## src/rtl/wifi_cmd_filter.sv

```systemverilog
// Debounce/synchronize filter for the WiFi remote-command lines feeding the alarm FSM.
// A new 7-bit command is committed only after it has held steady for STABLE_CYCLES cycles.
module wifi_cmd_filter #(
    parameter int STABLE_CYCLES = 500000,
    parameter int CNT_W         = 20
) (
    input  logic       clk,
    input  logic       reset,
    input  logic [3:0] raw_wifi,
    input  logic [2:0] raw_wifi2,
    output logic [3:0] wifi_cmd,
    output logic [2:0] wifi2_cmd,
    output logic       cmd_strobe,
    output logic       settling,
    output logic [7:0] glitch_cnt
);

    typedef enum logic {
        ST_STABLE = 1'b0,
        ST_SETTLE = 1'b1
    } state_t;

    localparam logic [CNT_W-1:0] LAST_CNT = CNT_W'(STABLE_CYCLES - 1);

    logic [6:0]       r_sync1;
    logic [6:0]       r_s;
    logic [6:0]       r_cand;
    logic [6:0]       r_out;
    logic [CNT_W-1:0] r_cnt;
    state_t           r_state;
    logic             r_strobe;
    logic             r_settling;
    logic [7:0]       r_glitch;
    logic [7:0]       w_glitchNext;

    // Two-flop synchronizer; all seven bits move together so a single compare covers the vector.
    always_ff @(posedge clk or posedge reset) begin
        if (reset) begin
            r_sync1 <= '0;
            r_s     <= '0;
        end else begin
            r_sync1 <= {raw_wifi, raw_wifi2};
            r_s     <= r_sync1;
        end
    end

    assign w_glitchNext = (r_glitch == 8'hFF) ? r_glitch : r_glitch + 8'd1;

    always_ff @(posedge clk or posedge reset) begin
        if (reset) begin
            r_cand     <= '0;
            r_out      <= '0;
            r_cnt      <= '0;
            r_state    <= ST_STABLE;
            r_strobe   <= 1'b0;
            r_settling <= 1'b0;
            r_glitch   <= '0;
        end else begin
            r_strobe <= 1'b0;
            case (r_state)
                ST_STABLE: begin
                    if (r_s != r_out) begin
                        r_cand     <= r_s;
                        r_cnt      <= '0;
                        r_state    <= ST_SETTLE;
                        r_settling <= 1'b1;
                    end
                end
                ST_SETTLE: begin
                    // A return to the committed value wins over any other change.
                    if (r_s == r_out) begin
                        r_state    <= ST_STABLE;
                        r_settling <= 1'b0;
                        r_glitch   <= w_glitchNext;
                    end else if (r_s != r_cand) begin
                        r_cand   <= r_s;
                        r_cnt    <= '0;
                        r_glitch <= w_glitchNext;
                    end else if (r_cnt == LAST_CNT) begin
                        r_out      <= r_cand;
                        r_strobe   <= 1'b1;
                        r_state    <= ST_STABLE;
                        r_settling <= 1'b0;
                    end else begin
                        r_cnt <= r_cnt + CNT_W'(1);
                    end
                end
            endcase
        end
    end

    assign wifi_cmd   = r_out[6:3];
    assign wifi2_cmd  = r_out[2:0];
    assign cmd_strobe = r_strobe;
    assign settling   = r_settling;
    assign glitch_cnt = r_glitch;

endmodule

```

## config.mk

```make
export PLATFORM = sky130hd
export DESIGN_NAME = wifi_cmd_filter
export DESIGN_NICKNAME = d
export VERILOG_FILES = /design/src/rtl/wifi_cmd_filter.sv
export SDC_FILE = /design/constraint.sdc
export NUM_CORES = 1
export LEC_CHECK = 0
export CORE_MARGIN = 5
export CORE_UTILIZATION = 51
export DETAILED_ROUTE_END_ITERATION = 7
export PLACE_DENSITY = 0.75
export SLEW_MARGIN = 20
export SYNTH_ARGS = -nofsm -noshare
export SYNTH_HDL_FRONTEND = slang
export SYNTH_SLANG_ARGS = --single-unit
```

## constraint.sdc

```tcl
create_clock -name clk -period 1.6 [get_ports clk]
set_input_delay 0.24 -clock clk [delete_from_list [all_inputs] [get_ports clk]]
set_output_delay 0.24 -clock clk [all_outputs]
set_load 0.005 [all_outputs]
```

**Word level (Yosys, flattened, before mapping)**

Index checks and enable logic that the tools add are counted.

- Bits in registers: 59
- Input port bits: 9
- Output and inout bits: 17
- Logic and storage cells: 57

- Add/sub/neg operators: 2
- Equality and inequality tests: 11
- Multiplexer cells: 26
- Bitwise gates (word level): 3
- Reductions and logical operators: 6

Operators by type and width:

| cell | count |
|---|---|
| 20-bit 2-to-1 mux | 4 |
| 20-bit one-hot mux with 2 select lines | 1 |
| 8-bit 2-to-1 mux | 3 |
| 7-bit 2-to-1 mux | 3 |
| 20-bit by 1-bit adder with 20-bit output, second input constant | 1 |
| 20-bit by 19-bit == test with 1-bit output, second input constant | 1 |
| 7-bit != test | 2 |
| 7-bit one-hot mux with 2 select lines | 1 |
| 1-bit 2-to-1 mux | 12 |
| 3-bit AND reduction | 3 |
| 8-bit by 1-bit adder with 8-bit output, second input constant | 1 |
| 8-bit == test, second input constant | 1 |
| 7-bit == test | 1 |
| 3-bit != test, second input constant | 2 |
| 2-bit != test, second input constant | 2 |
| 1-bit one-hot mux with 2 select lines | 2 |
| 4-bit AND reduction | 1 |
| 3-bit by 1-bit != test with 1-bit output, second input constant | 1 |
| 1-bit inverter | 3 |
| 2-bit by 1-bit != test with 1-bit output, second input constant | 1 |
| 2-bit AND reduction | 1 |
| 2-bit nonzero test | 1 |

**Logic depth before layout (Yosys ltp)**

Gate-level depths: netlist (run 1).

- Depth after elaboration: 5
- Gate-level depth with buffers: 7
- Mapped depth without buffers: 6

**Worst setup path after synthesis (run 1)**

No wires, ideal clock.

- Kind: register to register
- Start point: register r_glitch[0] (netlist: glitch_cnt[0])
- End point: register r_glitch[1] (netlist: glitch_cnt[1])
- Setup time: 125 ps
- Arrival time: 1673 ps
- Required time: 1475 ps
- Slack: -198 ps
- Cell stages (with the launch flop): 5
- Buffers on the path: 0
- Period minus slack after synthesis: 1798 ps
- Cell sequence: dfrtp_1 ha_1 a41oi_1 a21boi_2 mux2_2

- Cells in the longest elaborated chain, start to end: 4
- Elaborated cells between the ends (all ways): 5
- Classes of those cells: add/sub: 1; eq/ne: 1; mux: 3

Ends and longest elaborated chain:

| element | RTL line | text |
|---|---|---|
| start, declared | 33 | `logic [7:0] r_glitch;` |
| start signal, assigned | 74 | `r_glitch <= w_glitchNext;` |
| start signal, assigned | 78 | `r_glitch <= w_glitchNext;` |
| 8-bit by 1-bit adder with 8-bit output / 8-bit == test (equally long branches) | 47 | `assign w_glitchNext = (r_glitch == 8'hFF) ? r_glitch : r_glitch + 8'd1;` |
| 8-bit 2-to-1 mux (*) | 47 |  |
| 8-bit 2-to-1 mux | 75 | `end else if (r_s != r_cand) begin` |
| 8-bit 2-to-1 mux (*) | 71 | `if (r_s == r_out) begin` |

Every way passes the cells marked *; elsewhere a longest branch is shown, timed or not. The select of a mux whose other input is x is not followed.
A chain may end at the register's enable or synchronous reset.

**Worst setup path after layout (run 1)**

- Start point: register r_s[0]
- End point: register r_cand[6]

- Cells in the longest elaborated chain, start to end: 3
- Elaborated cells between the ends (all ways): 7
- Classes of those cells: eq/ne: 6; reduce/logical: 1

Ends and longest elaborated chain:

| element | RTL line | text |
|---|---|---|
| start, declared | 26 | `logic [6:0] r_s;` |
| start signal, assigned | 43 | `r_s <= r_sync1;` |
| 7-bit != test (tied with other cells) | 62 | `if (r_s != r_out) begin` |
| 2-bit != test (no source line) / 2-bit by 1-bit != test with 1-bit output (equally long branches) | -- |  |
| 3-bit AND reduction (no source line) (*) | -- |  |
| end signal, assigned | 63 | `r_cand <= r_s;` |
| end signal, assigned | 76 | `r_cand <= r_s;` |
| end, declared | 27 | `logic [6:0] r_cand;` |

Every way passes the cells marked *; elsewhere a longest branch is shown, timed or not.

==> results of run 1 <==
-- logic make-up after synthesis --
group | synth area share
xor gates and xnor gates | 0.06431
muxes | 0.07306
and+or+nand+nor | 0.2012
buffers and inverters | 0.03325
AOI/OAI and AO/OA | 0.1032
DFF | 0.5162
adders and majority gates | 0.008748
-- tightest hold or removal path, cell delays in order --
cell and delay [ns]:
clkdlybuf4s50_1 0.44, clkinvlp_4 0.10, buf_12 0.29
-- synth_stat cells, types with 2 or more instances --
| master | count | area (µm²) |
|---|---|---|
| and4_1 | 2 | 17.52 |
| dfrtp_1 | 59 | 1476 |
| nand2_2 | 2 | 12.51 |
| nor4b_2 | 2 | 30.03 |
| and3_1 | 5 | 31.28 |
| xnor2_1 | 7 | 61.31 |
| buf_6 | 3 | 33.78 |
| nand3_1 | 19 | 95.09 |
| ha_1 | 2 | 25.02 |
| nor2_1 | 7 | 26.28 |
| o311ai_1 | 4 | 35.03 |
| inv_1 | 10 | 37.54 |
| buf_2 | 4 | 20.02 |
| mux2_4 | 8 | 120.1 |
| nor3_1 | 12 | 60.06 |
| nand2_1 | 11 | 41.29 |
| o311ai_0 | 2 | 17.52 |
| o21ai_0 | 15 | 75.07 |
| o22ai_1 | 4 | 25.02 |
| mux2_2 | 7 | 78.83 |
| nand4_1 | 13 | 81.33 |
| nand4_2 | 2 | 25.02 |
| a41oi_1 | 2 | 17.52 |
| nor2_4 | 2 | 22.52 |
| a21oi_1 | 17 | 85.08 |
| xor2_1 | 14 | 122.6 |
| nor4_1 | 2 | 12.51 |
-- cells in the final DEF (no fill, tap or decap), types with 5 or more instances in the layout --
cell             instances
clkdlybuf4s50_1         15
xor2_1                  14
and3_1                   5
nor3_1                   9
a21oi_2                  7
clkbuf_8                 9
o21ai_0                 11
dlymetal6s2s_1           9
buf_6                    5
buf_4                   61
nand3_1                 19
inv_1                    9
mux2_4                  11
nor2_1                   5
xnor2_2                  6
o311ai_1                 5
o21ai_1                  5
nand2_1                 11
a21oi_1                 10
dfrtp_1                 57
nand4_1                 13
-- cell type report --
cell class / count / area (µm²) / area share
inverter: 10 / 41.29 / 0.01014
tap: 72 / 90.09 / 0.02212
multi-input combinational: 176 / 1458 / 0.3579
sequential: 59 / 1479 / 0.3631
clock buffer: 10 / 127.6 / 0.03134
clock inverter: 5 / 31.28 / 0.007680
timing repair buffer: 94 / 845.8 / 0.2077
-- registers in the layout, indices dropped and copies added (netlist names) --
register / cells
r_cnt: 20
cmd_strobe: 1
r_state: 1
r_sync1: 7
r_s: 7
glitch_cnt: 8
settling: 1
r_cand: 7
r_out: 7
-- metal layers --
layer | routed length [µm] | track usage | up-vias
met4 | 216 | 0.08345 | 0
met2 | 4074 | 0.3673 | 126
met1 | 3011 | 0.2768 | 1268
met5 | 0 | 0 | -
li1 | - | - | 1131
met3 | 487 | 0.07184 | 28
-- path summary, 6_finish.rpt --
kind | startpoint | end | slack [ns] | depth (start not counted)
setup / recovery | r_s[0]$_DFF_PP0_ | r_cand[6]$_DFFE_PP0P_ | -0.24 | 6
hold / removal | reset | glitch_cnt[2]$_DFFE_PP0P_ | 0.33 | 3
setup reg to reg | r_s[0]$_DFF_PP0_ | r_cand[6]$_DFFE_PP0P_ | -0.24 | 6
hold reg to reg | r_sync1[0]$_DFF_PP0_ | r_s[0]$_DFF_PP0_ | 0.35 | 0
max in group asynchronous | reset | r_s[3]$_DFF_PP0_ | 1.00 | 3
min in group clk | raw_wifi[1] | r_sync1[4]$_DFF_PP0_ | 0.34 | 1
-- metrics by stage --
| stage | cell area, µm² | util | setup WS [ns] | power [µW] | TNS, ns |
|---|---|---|---|---|---|
| 2_1_floorplan | 2909 | - | -0.1223 | 2087 | -1.082 |
| 3_3_place_gp | 3637 | 0.6646 | -0.1585 | 2492 | -5.321 |
| 3_5_place_dp | 3637 | 0.6646 | -0.2102 | 2525 | -7.551 |
| 4_1_cts | 3941 | 0.7202 | -0.1806 | 3685 | -5.139 |
| 5_1_grt | 4073 | 0.7442 | -0.3001 | 3887 | -10.15 |
| 6_report | 4073 | 0.7442 | -0.2395 | 3698 | -6.540 |
-- where the power goes --
group | total, µW | switching (µW) | internal, µW
clock | 1130 | 588 | 546
sequential | 1720 | 99.1 | 1630
combinational | 839 | 348 | 491
-- timing repair --
item | CTS | global route
gates resized for setup | 23 | 24
buffers inserted | 5 | 7
hold endpoints to repair | 0 | 0
setup endpoints to repair | 47 | 55
pin swaps | 12 | 5
==> summary.md, run 1 <==
| Metric | Value |
|---|---|
| Unrepaired setup endpoints after global routing | `yes` |
| Final WS setup | `-0.2395 ns` |
| Worst Path Arrival | `2.07 ns` |
| Pleak | `0.001976 µW` |
| CP required | `1.83 ns` |
| CTS Buf Count | `9` |
| Hpwl dp | `4748 µm` |
| Die area | `7206 µm²` |
| Main flop type after synthesis | `dfrtp_1` |
| CTS Sinks | `59` |
| Max-Cap Viols | `0` |
| CTS tree | `built` |
| Hold Violations, Final | `0` |
| Grt ovf | `0` |
| Global placer's final weighted congestion | `0.8618` |
| Via count | `2553` |
| # diodes | `0` |
| DRC viols | `0` |
| Final setup viols | `45` |
| Status | `finished with violations` |
| Non-Filler Instances | `426` |
| First-pass DRT Iterations | `5` |
| Placed cell count | `400` |
| Fillers | `342` |
| Ports | `26` |
| CORE AREA | `5473 µm²` |
| Pwr dens | `907.9 nW/µm²` |
| Post-CTS Hold Buffers | `0` |
| Clock latency on the worst-skew pair | `0.35 ns` |
| Synth unique cells | `43` |
| CTS H-tree depth | `3` |
| Fin Clk Skew | `0.01116 ns` |
| Flops & latches, synth | `59` |
| Clk root buf | `clkbuf_8` |
| Die Height | `84.89 µm` |
| Largest net degree at the start of global routing | `60` |
| Starting Density | `0.5226` |
| CP Class | `flip-flop to flip-flop` |
| Failing checks | `negative setup slack` |
| Hold WC Path Type | `input port to asynchronous set/reset pin` |
| Total track usage | `0.2237` |
| CP bufs+invs | `1` |
| # rows | `27` |
| Nets@finish | `361` |
| Port bufs | `25` |
| EDFF count, synth | `0` |
| Crit path time final | `1.839 ns` |
| WL final | `7789 µm` |
| Die X | `84.89 µm` |
| Min Hold Slack | `0.3272 ns` |
| CTS max path bufs | `2` |
| Routed length per instance | `18.28 µm` |
| Synth Instances | `253` |
| Routed Antenna Nets | `0` |
| Largest stage delay on the critical path | `0.43 ns` |
| Drt initial violations | `277` |
| First-pass GRT wire length | `12610 µm` |
| Crit path cell chain | `xor2_1 -> nor3_2 -> and2_4 -> nor2_4 -> buf_12 -> mux2_4` |
| Vias in the first global route | `2519` |
| Worst Tran Pin Value | `0.3707 ns` |
| Area of the mapped netlist | `2860 µm²` |
| Synth warnings | `0` |
| Startpoint Class | `flip-flop` |
| Sequential share of the synthesized area | `0.5162` |
| Peak VDD IR | `0.8350 mV` |
| CP max FO | `7` |
| Crit share post-route | `1.150` |
| Initial antenna violation count | `0` |
| Syn Area/Cell | `11.31 µm²` |
| Layout cell share with drive strength beyond 1 | `0.3927` |
| Slew Viols, Final | `0` |
| Fmax | `543.6 MHz` |
| Reg clk slew, reported paths | `0.07 ns` |
| Crit path max-delay cell type | `dfrtp_1` |
| Vias per cell | `5.993` |
| Syn_nets | `264` |
| Kind of cell adding the most delay to the critical path | `simple AND/OR/NAND/NOR gates` |
| Layout overhead on the synthesized area | `42.39%` |
| Synth async-reset ratio | `1.000` |
| Critical path capture point type | `flip-flop` |
| Slew Limit Headroom | `0.7510` |
(Power assumes the default switching activity.)
==> run 2, diff against run 1 <==
--- a/config.mk
+++ b/config.mk
@@ -6,10 +6,10 @@
 export NUM_CORES = 1
 export LEC_CHECK = 0
 export CORE_MARGIN = 5
-export CORE_UTILIZATION = 51
+export CORE_UTILIZATION = 45
 export DETAILED_ROUTE_END_ITERATION = 7
-export PLACE_DENSITY = 0.75
-export SLEW_MARGIN = 20
+export DONT_BUFFER_PORTS = 1
+export SLEW_MARGIN = 15
 export SYNTH_ARGS = -nofsm -noshare
 export SYNTH_HDL_FRONTEND = slang
 export SYNTH_SLANG_ARGS = --single-unit
==> run 2 against run 1 <==
  * The flow still finishes with violations (negative setup slack)
  * Final area is essentially flat
  * Register-to-register slack better by 0.05 ns
  * Critical endpoint is now r_out[4]$_DFFE_PP0P_
  * Worst setup slack gained 0.053 ns
  * Global-route usage decreased by 5.2 points
  * First-iteration DRC count down 43%
  * Clock power grew 22%
  * Sequential share of layout area barely moved
  * Largest cell class is now multi-input gates
==> summary.md, run 2 (synthesis results as in run 1) <==
| Metric | Value |
|---|---|
| Status | `finished with violations` |
| Failing checks | `negative setup slack` |
| Pwr dens | `920.3 nW/µm² (+1.4%)` |
| CP bufs+invs | `1 (unchanged)` |
| Vias in the first global route | `2195 (-13%)` |
| Final WS setup | `-0.1863 ns (+0.05314 ns)` |
| Max-Cap Viols | `0 (unchanged)` |
| Global placer's final weighted congestion | `0.8675 (+0.66%)` |
| Layout cell share with drive strength beyond 1 | `0.4352 (+0.04250)` |
| Final Cell Area | `4071 µm² (about the same)` |
| Port bufs | `0 (-100%)` |
| Largest stage delay on the critical path | `0.41 ns (-0.02 ns)` |
| First-pass DRT Iterations | `4 (-1)` |
| Vias per cell | `5.535 (-7.6%)` |
| CTS Buf Count | `9 (unchanged)` |
| CTS H-tree depth | `3 (unchanged)` |
| Crit path cell chain | `buf_4 -> xnor2_4 -> nand4_4 -> nor2_8 -> nand3_4 -> mux2_4` |
| Fin Clk Skew | `0.007354 ns (-0.003810 ns)` |
| Crit share post-route | `1.116 (-0.03321)` |
| CP required | `1.83 ns (about the same)` |
| CTS Sinks | `59 (unchanged)` |
| Final setup viols | `43 (-4.4%)` |
| Die X | `89.73 µm (+5.7%)` |
| DP Worst Slack | `-0.2230 ns (-0.01278 ns)` |
| DRC viols | `0 (unchanged)` |
| Clock latency on the worst-skew pair | `0.34 ns (about the same)` |
| Hold Violations, Final | `0 (unchanged)` |
| Total track usage | `0.1715 (-0.05217)` |
| Most frequent cells in the layout | `65 x buf_4, 57 x dfrtp_1, 18 x nand3_1, 14 x o21ai_0` |
| Crit path max-delay cell type | `dfrtp_1` |
| Starting Density | `0.4557 (-0.06698)` |
| Crit path time final | `1.786 ns (-0.05314 ns)` |
| Die area | `8051 µm² (+12%)` |
| Via count | `2347 (-8.1%)` |
| Clock Power Share | `0.369 (+0.062)` |
| Fmax | `559.8 MHz (+3.0%)` |
| Unrepaired setup endpoints after global routing | `yes` |
| Hold WC Path Type | `flip-flop to flip-flop` |
| Startpoint Class | `flip-flop` |
| WL final | `6898 µm (-11%)` |
| CORE AREA | `6277 µm² (+15%)` |
| NetSw | `1060 µW (+2.4%)` |
| Routed Antenna Nets | `0 (unchanged)` |
| First-pass GRT wire length | `11280 µm (-11%)` |
| Pleak | `0.001820 µW (-7.9%)` |
| Reg clk slew, reported paths | `0.07 ns (about the same)` |
| Top reg by flops | `r_cnt` |
| Drt initial violations | `157 (-43%)` |
| # diodes | `0 (unchanged)` |
| Fin util | `0.6486 (-0.09557)` |
| Routed length per instance | `16.27 µm (-11%)` |
| Seq pwr share | `0.458 (-0.008)` |
| Sw frac | `0.2829 (+0.003023)` |
| Setup_tns | `-5.109 ns (+1.431 ns)` |
| Grt ovf | `0 (unchanged)` |
| Initial antenna violation count | `0 (unchanged)` |
| Internal | `2687 µW (+0.90%)` |
| CP max FO | `7 (unchanged)` |
| Layout overhead on the synthesized area | `42.34% (about the same)` |
| Non-Filler Instances | `424 (-0.47%)` |
| Kind of cell adding the most delay to the critical path | `simple AND/OR/NAND/NOR gates` |
| Hpwl dp | `4365 µm (-8.1%)` |
| CP Class | `flip-flop to flip-flop` |
| Slew Limit Headroom | `0.7308 (-0.02019)` |
| Placed cell count | `384 (-4.0%)` |
| Nets@finish | `353 (-2.2%)` |
| Max reg flops | `20 (unchanged)` |
| Worst Tran Pin Value | `0.4007 ns (+0.03006 ns)` |
| Critical path capture point type | `flip-flop` |
| CTS tree | `built` |
| Die Height | `89.73 µm (+5.7%)` |
| Post-Place Cell Area | `3423 µm² (-5.9%)` |
| Clk root buf | `clkbuf_8` |
| Gate power share | `0.172 (-0.055)` |
| Slew Viols, Final | `0 (unchanged)` |
| Most common cell after layout, fill and taps aside | `buf_4` |
| Largest net degree at the start of global routing | `60 (unchanged)` |
| Ports | `26 (unchanged)` |
| Peak VDD IR | `0.7388 mV (-12%)` |
| CTS max path bufs | `2 (unchanged)` |
| Worst Path Arrival | `2.01 ns (-0.06 ns)` |
| # rows | `29 (+7.4%)` |
[run 2: cell count changes in the layout (fill, tap and decap cells not counted), sizes merged]
cell,change
buf,+8
dlygate4sd2,-1
dlygate4sd3,+8
clkdlybuf4s50,-15
clkinv,-2
inv,+2
dlymetal6s2s,-9
bufinv,+1
clkinvlp,+1
[run 2: cell type report]
type	instances	area [µm²]
clock inverters	7	76.32
multi-input cells	176	1488
inverters	10	41.29
clock buffers	9	123.9
fillers	468	2206
well taps	77	96.34
flip-flops and latches	59	1479
repair buffers	86	767.0
[run 2: what timing repair did]
| item | CTS | global route |
|---|---|---|
| gates resized for setup | 10 | 32 |
| gates cloned | 0 | 1 |
| pin swaps | 6 | 6 |
| endpoints found under the setup margin | 45 | 45 |
| setup buffers | 4 | 11 |
| hold buffers | 8 | 0 |
| endpoints found under the hold margin | 66 | 0 |
[run 2: metrics by stage]
stage	total power [µW]	hold WS (ns)
2_1_floorplan	2087	0.2714
3_3_place_gp	2323	0.2202
3_5_place_dp	2332	0.2249
4_1_cts	3738	0.3509
5_1_grt	3948	0.3531
6_report	3747	0.3495
[run 2: path summary, 6_finish.rpt]
path	startpoint	endpoint	slack (ns)	cells after the start
worst max-delay path	r_s[6]$_DFF_PP0_	r_out[4]$_DFFE_PP0P_	-0.19	6
worst min-delay path	r_sync1[0]$_DFF_PP0_	r_s[0]$_DFF_PP0_	0.35	0
worst max register to register	r_s[6]$_DFF_PP0_	r_out[4]$_DFFE_PP0P_	-0.19	6
worst min register to register	r_sync1[0]$_DFF_PP0_	r_s[0]$_DFF_PP0_	0.35	0
max in group asynchronous	reset	r_cnt[5]$_DFFE_PP0P_	0.84	3
min in group asynchronous	reset	glitch_cnt[2]$_DFFE_PP0P_	0.46	3
[run 2: power groups by stage]
stage                     clock network (µW)  logic [µW]  registers, µW
after CTS                               1410         619           1710
after floorplan                            0         305           1780
final                                   1380         646           1720
after detailed placement                   0         592           1740
after global routing                    1490         720           1740
after global placement                     0         586           1740
[run 2: layer usage]
metal	track usage	vias to the layer above	part of all wire
li1	-	1116	-
met1	0.2394	1143	0.45
met2	0.2543	78	0.48
met3	0.04007	10	0.059
met4	0.07431	0	0.011
met5	0	-	0
